<file path="config.mk">
export PLATFORM = sky130hd
export DESIGN_NAME = dp_sequencer
export DESIGN_NICKNAME = d
export VERILOG_FILES = /design/src/rtl/dp_sequencer.sv
export SDC_FILE = /design/constraint.sdc
export NUM_CORES = 1
export LEC_CHECK = 0
export CORE_ASPECT_RATIO = 0.6
export CORE_UTILIZATION = 35
export CTS_BUF_LIST = sky130_fd_sc_hd__clkbuf_2 sky130_fd_sc_hd__clkbuf_4 sky130_fd_sc_hd__clkbuf_8
export DETAILED_ROUTE_END_ITERATION = 7
export GPL_ROUTABILITY_DRIVEN = 0
export SYNTH_ARGS = -nofsm -noshare
export SYNTH_HDL_FRONTEND = slang
export SYNTH_SLANG_ARGS = --single-unit
</file>
<file path="constraint.sdc">
create_clock -name clk -period 4.98 [get_ports clk]
set_clock_uncertainty 0.15 [all_clocks]
set_input_delay 0.747 -clock clk [delete_from_list [all_inputs] [get_ports clk]]
set_output_delay 0.747 -clock clk [all_outputs]
set_load 0.05 [all_outputs]
</file>
<file path="src/rtl/dp_sequencer.sv">
// Multi-cycle control sequencer: fetches an instruction word, classifies its opcode
// and walks it through DECODE/EXEC/MEM/WB while issuing one-cycle datapath strobes.
module dp_sequencer #(
    parameter logic [31:0] PC_RESET = 32'h0000_0000,
    parameter logic [31:0] PC_STEP  = 32'd4
) (
    input  logic        clk,
    input  logic        rst,
    input  logic        start,
    output logic        imem_req,
    output logic [31:0] imem_addr,
    input  logic        imem_ack,
    input  logic [31:0] imem_data,
    output logic [31:0] instr,
    output logic        reg_wr_en,
    output logic        mem_wr_en,
    output logic        mem_to_reg,
    output logic        busy,
    output logic        halted,
    output logic [15:0] retired
);

    typedef enum logic [2:0] {
        IDLE, FETCH, DECODE, EXEC, MEM, WB, HALT
    } state_t;

    typedef enum logic [1:0] {
        OP_R, OP_LW, OP_SW
    } kind_t;

    localparam logic [5:0] OPC_R    = 6'b000000;
    localparam logic [5:0] OPC_LW   = 6'b100011;
    localparam logic [5:0] OPC_SW   = 6'b101011;
    localparam logic [5:0] OPC_HALT = 6'b111111;

    state_t      state_q, state_d;
    kind_t       kind_q, kind_d;
    logic [31:0] pc_q, pc_d;
    logic [31:0] instr_q, instr_d;
    logic [15:0] retired_q, retired_d;
    logic        imem_req_q, imem_req_d;
    logic        reg_wr_en_q, reg_wr_en_d;
    logic        mem_wr_en_q, mem_wr_en_d;
    logic        mem_to_reg_q, mem_to_reg_d;
    logic        busy_q, busy_d;
    logic        halted_q, halted_d;

    always_comb begin
        state_d   = state_q;
        kind_d    = kind_q;
        pc_d      = pc_q;
        instr_d   = instr_q;
        retired_d = retired_q;

        case (state_q)
            IDLE: begin
                if (start) begin
                    state_d = FETCH;
                    pc_d    = PC_RESET;
                end
            end
            FETCH: begin
                if (imem_ack) begin
                    instr_d = imem_data;
                    state_d = DECODE;
                end
            end
            DECODE: begin
                case (instr_q[31:26])
                    OPC_R: begin
                        kind_d  = OP_R;
                        state_d = EXEC;
                    end
                    OPC_LW: begin
                        kind_d  = OP_LW;
                        state_d = EXEC;
                    end
                    OPC_SW: begin
                        kind_d  = OP_SW;
                        state_d = EXEC;
                    end
                    OPC_HALT: state_d = HALT;
                    // Illegal opcodes are skipped silently: no strobes, no retire.
                    default: begin
                        pc_d    = pc_q + PC_STEP;
                        state_d = FETCH;
                    end
                endcase
            end
            EXEC: state_d = (kind_q == OP_R) ? WB : MEM;
            MEM: begin
                if (kind_q == OP_SW) begin
                    pc_d      = pc_q + PC_STEP;
                    retired_d = retired_q + 16'd1;
                    state_d   = FETCH;
                end else begin
                    state_d = WB;
                end
            end
            WB: begin
                pc_d      = pc_q + PC_STEP;
                retired_d = retired_q + 16'd1;
                state_d   = FETCH;
            end
            HALT:    state_d = HALT;
            default: state_d = IDLE;
        endcase

        // Outputs are decoded from the next state so they are registered yet cycle-aligned.
        imem_req_d   = (state_d == FETCH);
        reg_wr_en_d  = (state_d == WB);
        mem_wr_en_d  = (state_d == MEM) && (kind_d == OP_SW);
        mem_to_reg_d = (state_d == WB) && (kind_d == OP_LW);
        busy_d       = (state_d != IDLE) && (state_d != HALT);
        halted_d     = (state_d == HALT);
    end

    always_ff @(posedge clk or posedge rst) begin
        if (rst) begin
            state_q      <= IDLE;
            kind_q       <= OP_R;
            pc_q         <= PC_RESET;
            instr_q      <= 32'h0;
            retired_q    <= 16'h0;
            imem_req_q   <= 1'b0;
            reg_wr_en_q  <= 1'b0;
            mem_wr_en_q  <= 1'b0;
            mem_to_reg_q <= 1'b0;
            busy_q       <= 1'b0;
            halted_q     <= 1'b0;
        end else begin
            state_q      <= state_d;
            kind_q       <= kind_d;
            pc_q         <= pc_d;
            instr_q      <= instr_d;
            retired_q    <= retired_d;
            imem_req_q   <= imem_req_d;
            reg_wr_en_q  <= reg_wr_en_d;
            mem_wr_en_q  <= mem_wr_en_d;
            mem_to_reg_q <= mem_to_reg_d;
            busy_q       <= busy_d;
            halted_q     <= halted_d;
        end
    end

    assign imem_req   = imem_req_q;
    assign imem_addr  = pc_q;
    assign instr      = instr_q;
    assign reg_wr_en  = reg_wr_en_q;
    assign mem_wr_en  = mem_wr_en_q;
    assign mem_to_reg = mem_to_reg_q;
    assign busy       = busy_q;
    assign halted     = halted_q;
    assign retired    = retired_q;

endmodule

</file>
==> results of run 1 <==
[layer usage]
layer	track usage (%)	up-vias	wire, um
li1	-	1646	-
met2	24.4	93	4250
met1	25.6	1662	5200
met4	4.74	0	107
met5	0	-	0
met3	5.39	8	691
[synth_stat cells (2+ instances only)]
master	n
a21boi_1	2
nand4_2	2
dfrtp_1	89
nand4_1	11
nand2b_1	7
nand2_1	27
a31oi_1	4
and3_1	5
buf_2	3
o21ai_1	18
o31ai_1	8
mux2_2	32
or4_1	3
a31o_1	2
xor2_1	5
nor3_1	5
nor3b_1	2
and4_1	5
clkbuf_1	5
buf_6	2
or2_2	3
nor2_1	20
nand3_1	23
a21o_1	2
o21ai_0	8
nand3b_1	2
xnor2_1	11
inv_1	6
nor4_1	3
a2111oi_2	2
buf_4	5
a21oi_1	20
and2_1	5
or3_1	8
mux2i_1	2
ha_1	2
o21a_1	2
[final cells by class]
cell class                 count  area, um^2  area share [%]
clock inverter                 5        38.8           0.675
timing repair buffer         122        1210            21.1
clock buffer                  11         151            2.64
inverter                       6        23.8           0.414
sequential                    89        2230            38.8
tap                          160         200            3.49
multi-input combinational    273        1890            32.9
[path summary, 6_finish.rpt]
check / end / startpoint / slack, ns / cells after the start
worst max register to register: imem_addr[10]$_DFFE_PP0P_ / instr[27]$_DFFE_PP0P_ / 2.11 / 5
max in group asynchronous: imem_req$_DFF_PP0_ / rst / 2.97 / 3
worst max-delay path: imem_addr[10]$_DFFE_PP0P_ / instr[27]$_DFFE_PP0P_ / 2.11 / 5
worst min register to register: retired[15]$_DFFE_PP0P_ / retired[15]$_DFFE_PP0P_ / 0.32 / 1
min in group asynchronous: instr[10]$_DFFE_PP0P_ / rst / 0.76 / 2
worst min-delay path: retired[15]$_DFFE_PP0P_ / retired[15]$_DFFE_PP0P_ / 0.32 / 1
[per-stage QoR]
step / hold slack, ns / cell area [um^2]
detailed placement: 0.314 / 5550
CTS: 0.331 / 5740
floorplan: 0.464 / 4220
global placement: 0.308 / 5550
finish: 0.321 / 5740
global route: 0.335 / 5740
[placed cells by master, fill, tap and decap left out, types with 3 or more instances in the layout]
master,netlist,final
mux2_2,32,32
or4_1,3,3
nand3_1,23,23
or2_2,3,3
a31oi_1,4,4
inv_1,6,5
o31ai_1,8,8
buf_4,5,3
o21ai_0,8,8
nand2_1,27,27
clkbuf_8,0,11
dfrtp_1,89,89
nand4_1,11,11
or3_1,8,8
a21oi_1,20,20
nand2b_1,7,7
xor2_1,5,5
and2_1,5,5
xnor2_1,11,11
nor2_1,20,20
and3_1,5,5
clkdlybuf4s50_1,0,119
nor3_1,5,5
nor4_1,3,3
o21ai_1,18,18
and4_1,5,5
[power breakdown]
part	total [mW]	switching (mW)	internal (mW)	leakage, nW
combinational	1.56	0.994	0.565	1.06
clock	0.475	0.264	0.211	0.0959
sequential	1.11	0.201	0.909	1.16
[kinds of logic after synthesis]
logic type | Yosys count | share of synthesized area [%]
compound gates | 83 | 13.5
xor+xnor | 16 | 3.33
fa+ha+maj | 2 | 0.594
buf+inv | 21 | 2.76
flops | 89 | 52.9
mux | 34 | 9.03
other cells | 1 | 0.0890
simple gates | 136 | 17.8
[critical path, cell delays in order, from the launching register on]
cell and delay (ns):
dfrtp_1 0.48, or4_4 0.58, a2111oi_4 0.58, a21o_1 0.43, nand2b_1 0.40, o31ai_1 0.13
==> summary.txt, run 1 <==
Status
  – Outcome: complete, no violations

GRT
  – Largest net degree at the start of global routing: 59
  – Initial antenna violation count: 0
  – First-pass GRT wire length: 16.8 mm
  – Tot GR Track Use: 17.4%
  – Number of global-route vias before repair: approximately 3300
  – Overflow after GRT: 0

Clock network
  – Post-cts resize count: 0
  – Postcts setup bufs: 0
  – Worst-case clock buffer depth: 2
  – CTS clk-pin slew, worst paths: around 0.090 ns
  – Hold_buf cts: 0
  – Num CTS Buffers: 9
  – Clock Sinks: 89
  – TritonCTS clock tree: built
  – # H-tree levels: 3
  – Root Buffer Master: clkbuf_8
  – Clock Latency Late Sink: around 0.36 ns

STA
  – Rel. slew slack: 32.8%
  – RSZ-0062 raised after global routing: no
  – Final Cycle Share: 57.6%
  – TNS Setup: 0 ns
  – Pins Over Slew Limit: 0
  – Final Hold Fails: 0
  – Worst slew pin tran: 1.01 ns
  – Final setup margin: 2.11 ns
  – Final setup fails: 0
  – Max Fclk: 348 MHz
  – Final Critical Period: 2.87 ns

Logic synthesis
  – Largest cells by area after synthesis: dfrtp_1 53%, mux2_2 8.6%, nand3_1 2.7%
  – Synth cell types: 58
  – Avg Cell Area, Syn: 11.0 um^2
  – Post-synth EDFFs: 0
  – Yosys top cell by area: dfrtp_1
  – Top_reg_cell synth: dfrtp_1
  – Post-Syn Instances: 382
  – Flops & latches, synth: 89
  – Yosys top cell area share: 52.9%
  – Synth async-reset ratio: 100%
  – Sequential fraction of the synthesis area: 52.9%
  – Yosys warning count: 0
  – Synthesized area: 4210 um^2

Drt
  – Routed WL: around 10 mm
  – Via density: 5.12
  – WL/cell: 15.4 um
  – Vias: ~3400
  – DRC errors left: 0
  – Antenna viol nets, final: 0
  – Iteration-0 DRC Markers: 149
  – First-pass iteration count of the detailed router: 4

Hold path
  – Hold Crit Class: flop to flop

Die
  – Rows: 30
  – Starting Density: 36.6%
  – Core area: 11500 um^2
  – Die area: approximately 12000 um^2
  – Die height: between 80 and 90 um
  – Die width: 144 um
  – I/O pin count: about 120

Cells and area
  – Non-filler instance count after layout: 666
  – Layout fillers: 1061
  – Area grow syn2layout: 36.3%
  – Core Util, Final: 49.8%
  – Ant. Diodes: 0
  – Layout cells sized above 1: 13.4%
  – Post-layout net count: about 540
  – Largest register FFs: 32

Critical path
  – CP Data Required Time: 5.07 ns
  – CP Capture Type: flop
  – CP Launch Type: flop
  – Setup CP Type: flop to flop
  – CP max FO: 15
  – WP data arrival: just under 3 ns

Place
  – Dpl ws: 2.05 ns
  – Post-DP HPWL: 7.51 mm
  – Post-placement cell count: 650
  – Buffers added on ports: between 100 and 150

Power
  – Overall power: 3.14 mW
  – Pleak: 2.31 nW
  – Worst IR Drop VDD: between 400 and 500 uV
  – Pwr/cell area: between 500 and 600 nW/um^2

Job
  – Max-Cap Viols: 0
(Power assumes the default switching activity.)
==> inputs of run 2 (changes only) <==
==> constraint.sdc (replaced) <==
create_clock -name clk -period 2.44 [get_ports clk]
set_clock_uncertainty 0.15 [all_clocks]
set_input_delay 0.366 -clock clk [delete_from_list [all_inputs] [get_ports clk]]
set_output_delay 0.366 -clock clk [all_outputs]
set_load 0.05 [all_outputs]
==> run 2 against run 1 <==
Against the previous run: critical path depth is 2 higher; count of clock-buffer cells in the layout is 2 lower; final area is 5.8% higher; global-route usage is 0.34 points higher; non-clock buffer count is 29 higher; highest routed layer unchanged.
==> summary.txt, run 2 (synthesis gave the netlist of run 1 again) <==
Status
  – Outcome: complete, no violations

Critical path
  – Worst path top cell family by delay: compound AO/OA/AOI/OAI gates
  – CP Capture Type: flop
  – Critical Path Most Common Cell: buf_4
  – CP max stage delay: 0.55 ns
  – CP Data Required Time: 2.56 ns
  – Worst-path cell chain: or4_4 > a2111oi_4 > buf_4 > a21o_1 > buf_4 > o21ai_0 > o31ai_1
  – CP max FO: 10
  – Setup CP Type: flop to flop
  – Max stage delay cell, worst path: or4_4
  – CP Launch Type: flop
  – WP data arrival: 2.47 ns
  – Buf/Inv on CP: 2

Cells and area
  – Area grow syn2layout: 44.3%
  – Commonest non-fill, non-tap cells in the layout: 119 x clkdlybuf4s50_1, 80 x dfrtp_1, 32 x mux2_2
  – Most common cell after layout, fill and taps aside: clkdlybuf4s50_1
  – Ant. Diodes: 0
  – Layout cells sized above 1: 20.0%
  – Post-layout net count: 568
  – Largest register FFs: 32

Clock network
  – Clock Sinks: 89
  – Post-cts resize count: 0
  – Clock Latency Late Sink: ~0.36 ns
  – Hold_buf cts: 0
  – Root Buffer Master: clkbuf_8
  – Postcts setup bufs: 0
  – Num CTS Buffers: 9
  – TritonCTS clock tree: built
  – # H-tree levels: 3
  – Worst-case clock buffer depth: 2
  – CTS clk-pin slew, worst paths: 0.09 ns

GRT
  – Largest net degree at the start of global routing: 90
  – Initial antenna violation count: 0
  – Number of global-route vias before repair: 3280
  – Overflow after GRT: 0
  – Tot GR Track Use: 17.7%
  – First-pass GRT wire length: 16.9 mm

Power
  – Pleak: roughly 2.5 nW
  – Worst IR Drop VDD: 822 uV
  – Pwr/cell area: 1150 nW/um^2

STA
  – Rel. slew slack: 64.4%
  – Worst slew pin tran: 0.533 ns
  – Final Hold Fails: 0
  – Final Critical Period: 2.35 ns
  – Final Cycle Share: 96.4%
  – Hold slack: 0.318 ns
  – Pins Over Slew Limit: 0
  – RSZ-0062 raised after global routing: no
  – Max Fclk: between 400 and 500 MHz
  – Final setup fails: 0
  – Final setup margin: about 0.089 ns

Drt
  – Routed WL: 10.6 mm
  – WL/cell: 15.3 um
  – DRC errors left: 0
  – Iteration-0 DRC Markers: 143
  – Antenna viol nets, final: 0
  – Vias: 3541
  – First-pass iteration count of the detailed router: 4
  – Via density: 5.09

Die
  – Starting Density: 36.6%
  – Die height: approximately 87 um
  – Die area: 12500 um^2
  – Rows: 30
  – Core area: 11500 um^2
  – Die width: 144 um
  – I/O pin count: 122

Place
  – Buffers added on ports: 119
  – Dpl ws: around 0.073 ns
  – Post-DP HPWL: roughly 7.7 mm

Job
  – Max-Cap Viols: 0

Hold path
  – Hold Crit Class: flop to flop
==> run 2: path summary, 6_finish.rpt <==
path / from / to / slack, ns / cells past startpoint
worst max register to register: instr[27]$_DFFE_PP0P_ / imem_addr[11]$_DFFE_PP0P_ / 0.09 / 7
max in group asynchronous: rst / imem_addr[7]$_DFFE_PP0P_ / 1.39 / 3
min in group asynchronous: rst / instr[17]$_DFFE_PP0P_ / 0.33 / 3
worst min-delay path: retired[15]$_DFFE_PP0P_ / retired[15]$_DFFE_PP0P_ / 0.32 / 1
worst min register to register: retired[15]$_DFFE_PP0P_ / retired[15]$_DFFE_PP0P_ / 0.32 / 1
worst max-delay path: instr[27]$_DFFE_PP0P_ / imem_addr[11]$_DFFE_PP0P_ / 0.09 / 7
==> run 2: power breakdown <==
group          internal (mW)  switching, mW  total, mW  leakage [nW]
combinational           1.35           2.21       3.56          1.22
sequential              1.87          0.284       2.15          1.15
clock                  0.691          0.560       1.25         0.118
==> run 2: stage by stage <==
step                total power [mW]  util, %  setup TNS [ns]  std cells  cell area (um^2)
global route                    7.31     52.8               0        695              6080
detailed placement              5.74     50.6               0        679              5830
global placement                5.70     50.6               0        679              5830
CTS                             7.02     52.7               0        695              6080
finish                          6.96     52.8               0        695              6080
floorplan                       4.47        -          -0.600        383              4240
==> run 2: layer usage <==
metal	up-vias	routed length, um	GRT usage, %
li1	1709	-	-
met1	1716	5670	26.7
met2	110	4260	24.6
met3	6	649	4.56
met4	0	64	5.51
met5	-	0	0
==> run 2: final cells by class <==
| class | count | area [um^2] |
|---|---|---|
| Sequential cell | 89 | 2240 |
| Clock inverter | 7 | 125 |
| Timing Repair Buffer | 151 | 1470 |
| Fill cell | 1041 | 5440 |
| Inverter | 6 | 26.3 |
| Multi-Input combinational cell | 273 | 1900 |
| Tap cell | 160 | 200 |
| Clock buffer | 9 | 124 |
==> inputs of run 3 (changes only) <==
--- a/config.mk
+++ b/config.mk
@@ -5,7 +5,6 @@
 export SDC_FILE = /design/constraint.sdc
 export NUM_CORES = 1
 export LEC_CHECK = 0
-export CORE_ASPECT_RATIO = 0.6
 export CORE_UTILIZATION = 35
 export CTS_BUF_LIST = sky130_fd_sc_hd__clkbuf_2 sky130_fd_sc_hd__clkbuf_4 sky130_fd_sc_hd__clkbuf_8
 export DETAILED_ROUTE_END_ITERATION = 7
==> run 3 against run 2 <==
Against the previous run: the flow now finishes with violations (DRC); fmax is 1.7% lower; non-clock buffer count is 4 higher; register-to-register slack worse by 0.04 ns; count of clock-buffer cells in the layout is 2 higher; critical path depth is 2 lower; utilization is 0.70 points lower; combinational power hardly changed; highest routed layer unchanged.
==> summary.txt, run 3 (synthesis gave the netlist of run 1 again) <==
Status
  – Outcome: complete, but fails checks
  – Violated checks: DRC

Drt
  – First-pass iteration count of the detailed router: 8
  – Vias: 3583
  – DRC errors left: 15
  – WL/cell: 15.3 um
  – Via density: 5.25
  – Routed WL: between 10 and 15 mm
  – Iteration-0 DRC Markers: 143
  – Antenna viol nets, final: 0

Clock network
  – TritonCTS clock tree: built
  – Root Buffer Master: clkbuf_8
  – Postcts setup bufs: 0
  – Worst-case clock buffer depth: 2
  – Post-cts resize count: 0
  – Clock Sinks: between 80 and 90
  – # H-tree levels: 3
  – Num CTS Buffers: 9
  – Clock Latency Late Sink: 0.37 ns
  – CTS clk-pin slew, worst paths: 0.09 ns

Hold path
  – Hold Crit Class: input port to asynchronous set/reset pin

Cells and area
  – Area grow syn2layout: 42.9%
  – Layout cells sized above 1: 20.4%
  – Post-layout net count: 572
  – Commonest non-fill, non-tap cells in the layout: 119 x clkdlybuf4s50_1, 81 x dfrtp_1, 34 x buf_4
  – Largest register FFs: 32
  – Most common cell after layout, fill and taps aside: clkdlybuf4s50_1
  – Ant. Diodes: 0
  – Final Cell Area: 6020 um^2
  – Layout fillers: 1083

Die
  – I/O pin count: 122
  – Core area: 11600 um^2
  – Die width: 112 um
  – Starting Density: 36.4%
  – Die area: 12500 um^2
  – Die height: 112 um
  – Rows: 39

STA
  – Max Fclk: 418 MHz
  – Final Hold Fails: 0
  – Rel. slew slack: 53.7%
  – Pins Over Slew Limit: 0
  – Final setup fails: 0
  – Final Cycle Share: 98.1%
  – Worst slew pin tran: 0.693 ns
  – RSZ-0062 raised after global routing: yes
  – Final Critical Period: 2.39 ns

GRT
  – Initial antenna violation count: 0
  – Overflow after GRT: 0
  – Largest net degree at the start of global routing: 39
  – First-pass GRT wire length: 17.9 mm
  – Number of global-route vias before repair: 3659
  – Tot GR Track Use: between 10% and 20%

Place
  – Post-DP HPWL: 7.74 mm
  – Placement Cell Area: 5830 um^2
  – Buffers added on ports: around 120

Critical path
  – CP max FO: 6
  – FF-to-FF Start: imem_addr[20]$_DFFE_PP0P_
  – CP Capture Type: flop
  – CP Launch Type: flop
  – Setup CP Type: flop to flop
  – CP Launch Point: imem_addr[20]$_DFFE_PP0P_
  – CP Data Required Time: between 2 and 3 ns
  – WP data arrival: 2.50 ns

Power
  – Pwr/cell area: 1110 nW/um^2
  – Pleak: ~2.5 nW
  – Net Sw Frac: 44.9%
  – Overall power: approximately 6.7 mW
  – Gate power share: 52.7%
  – Clock share of power: 15.2%
  – Psw: 3.01 mW
  – Worst IR Drop VDD: 481 uV
  – P_int: 3.70 mW
  – Part of the power in registers: around 32%

Job
  – Max-Cap Viols: 0
-- run 3: worst paths after layout --
kind	cells after the start	end	slack, ns
min in group clk	1	retired[15]$_DFFE_PP0P_	0.32
max in group asynchronous	3	instr[31]$_DFFE_PP0P_	1.30
min	2	instr[20]$_DFFE_PP0P_	0.25
min reg2reg	1	retired[15]$_DFFE_PP0P_	0.32
max	5	imem_addr[30]$_DFFE_PP0P_	0.05
max reg2reg	5	imem_addr[30]$_DFFE_PP0P_	0.05
-- run 3: timing repair --
action,in CTS,in global routing
hold buffers,0,0
setup endpoints to repair,0,7
hold endpoints to repair,0,0
-- run 3: final cells by class --
class                   count  area (um^2)  area share (%)
clock buffers              11          139            2.31
clock inverters             5         56.3           0.935
inverters                   6         26.3           0.436
multi-input cells         273         1900            31.5
flip-flops and latches     89         2240            37.2
well taps                 143          179            2.97
repair buffers            155         1490            24.7
-- run 3: power by group through the flow --
stage | clock network, mW | registers (mW) | logic, mW
finish | 1.02 | 2.15 | 3.54
global route | 1.12 | 2.21 | 3.74
CTS | 1.06 | 2.16 | 3.56
detailed placement | 0 | 2.18 | 3.56
global placement | 0 | 2.16 | 3.51
floorplan | 0 | 3.42 | 1.06
-- run 3: worst max-delay path, stage by stage, from the launching register on --
cell and delay (ns):
dfrtp_1 0.45, nand4_1 0.21, or4_1 0.53, a2111oi_2 0.56, a21oi_1 0.16, a31o_1 0.21
-- run 3: stage by stage --
stage / setup slack, ns / hold WS (ns) / cells / TNS (ns) / utilization [%]
floorplan: -0.0632 / 0.368 / 383 / -0.600 / -
global route: -0.0980 / 0.282 / 682 / -0.428 / 52.1
global placement: 0.0504 / 0.311 / 666 / 0 / 50.4
detailed placement: -0.0145 / 0.311 / 666 / -0.0156 / 50.4
CTS: 0.0483 / 0.253 / 682 / 0 / 52.1
finish: 0.0473 / 0.246 / 682 / 0 / 52.1
-- run 3: metal layers --
| layer | global-route usage (%) | share of wire, % | routed length [um] | vias to the layer above |
|---|---|---|---|---|
| li1 | - | - | - | 1709 |
| met1 | 23.9 | 46 | 4770 | 1732 |
| met2 | 27.2 | 46 | 4780 | 124 |
| met3 | 3.86 | 6.4 | 666 | 18 |
| met4 | 9.01 | 2.3 | 236 | 0 |
| met5 | 0 | 0 | 0 | - |
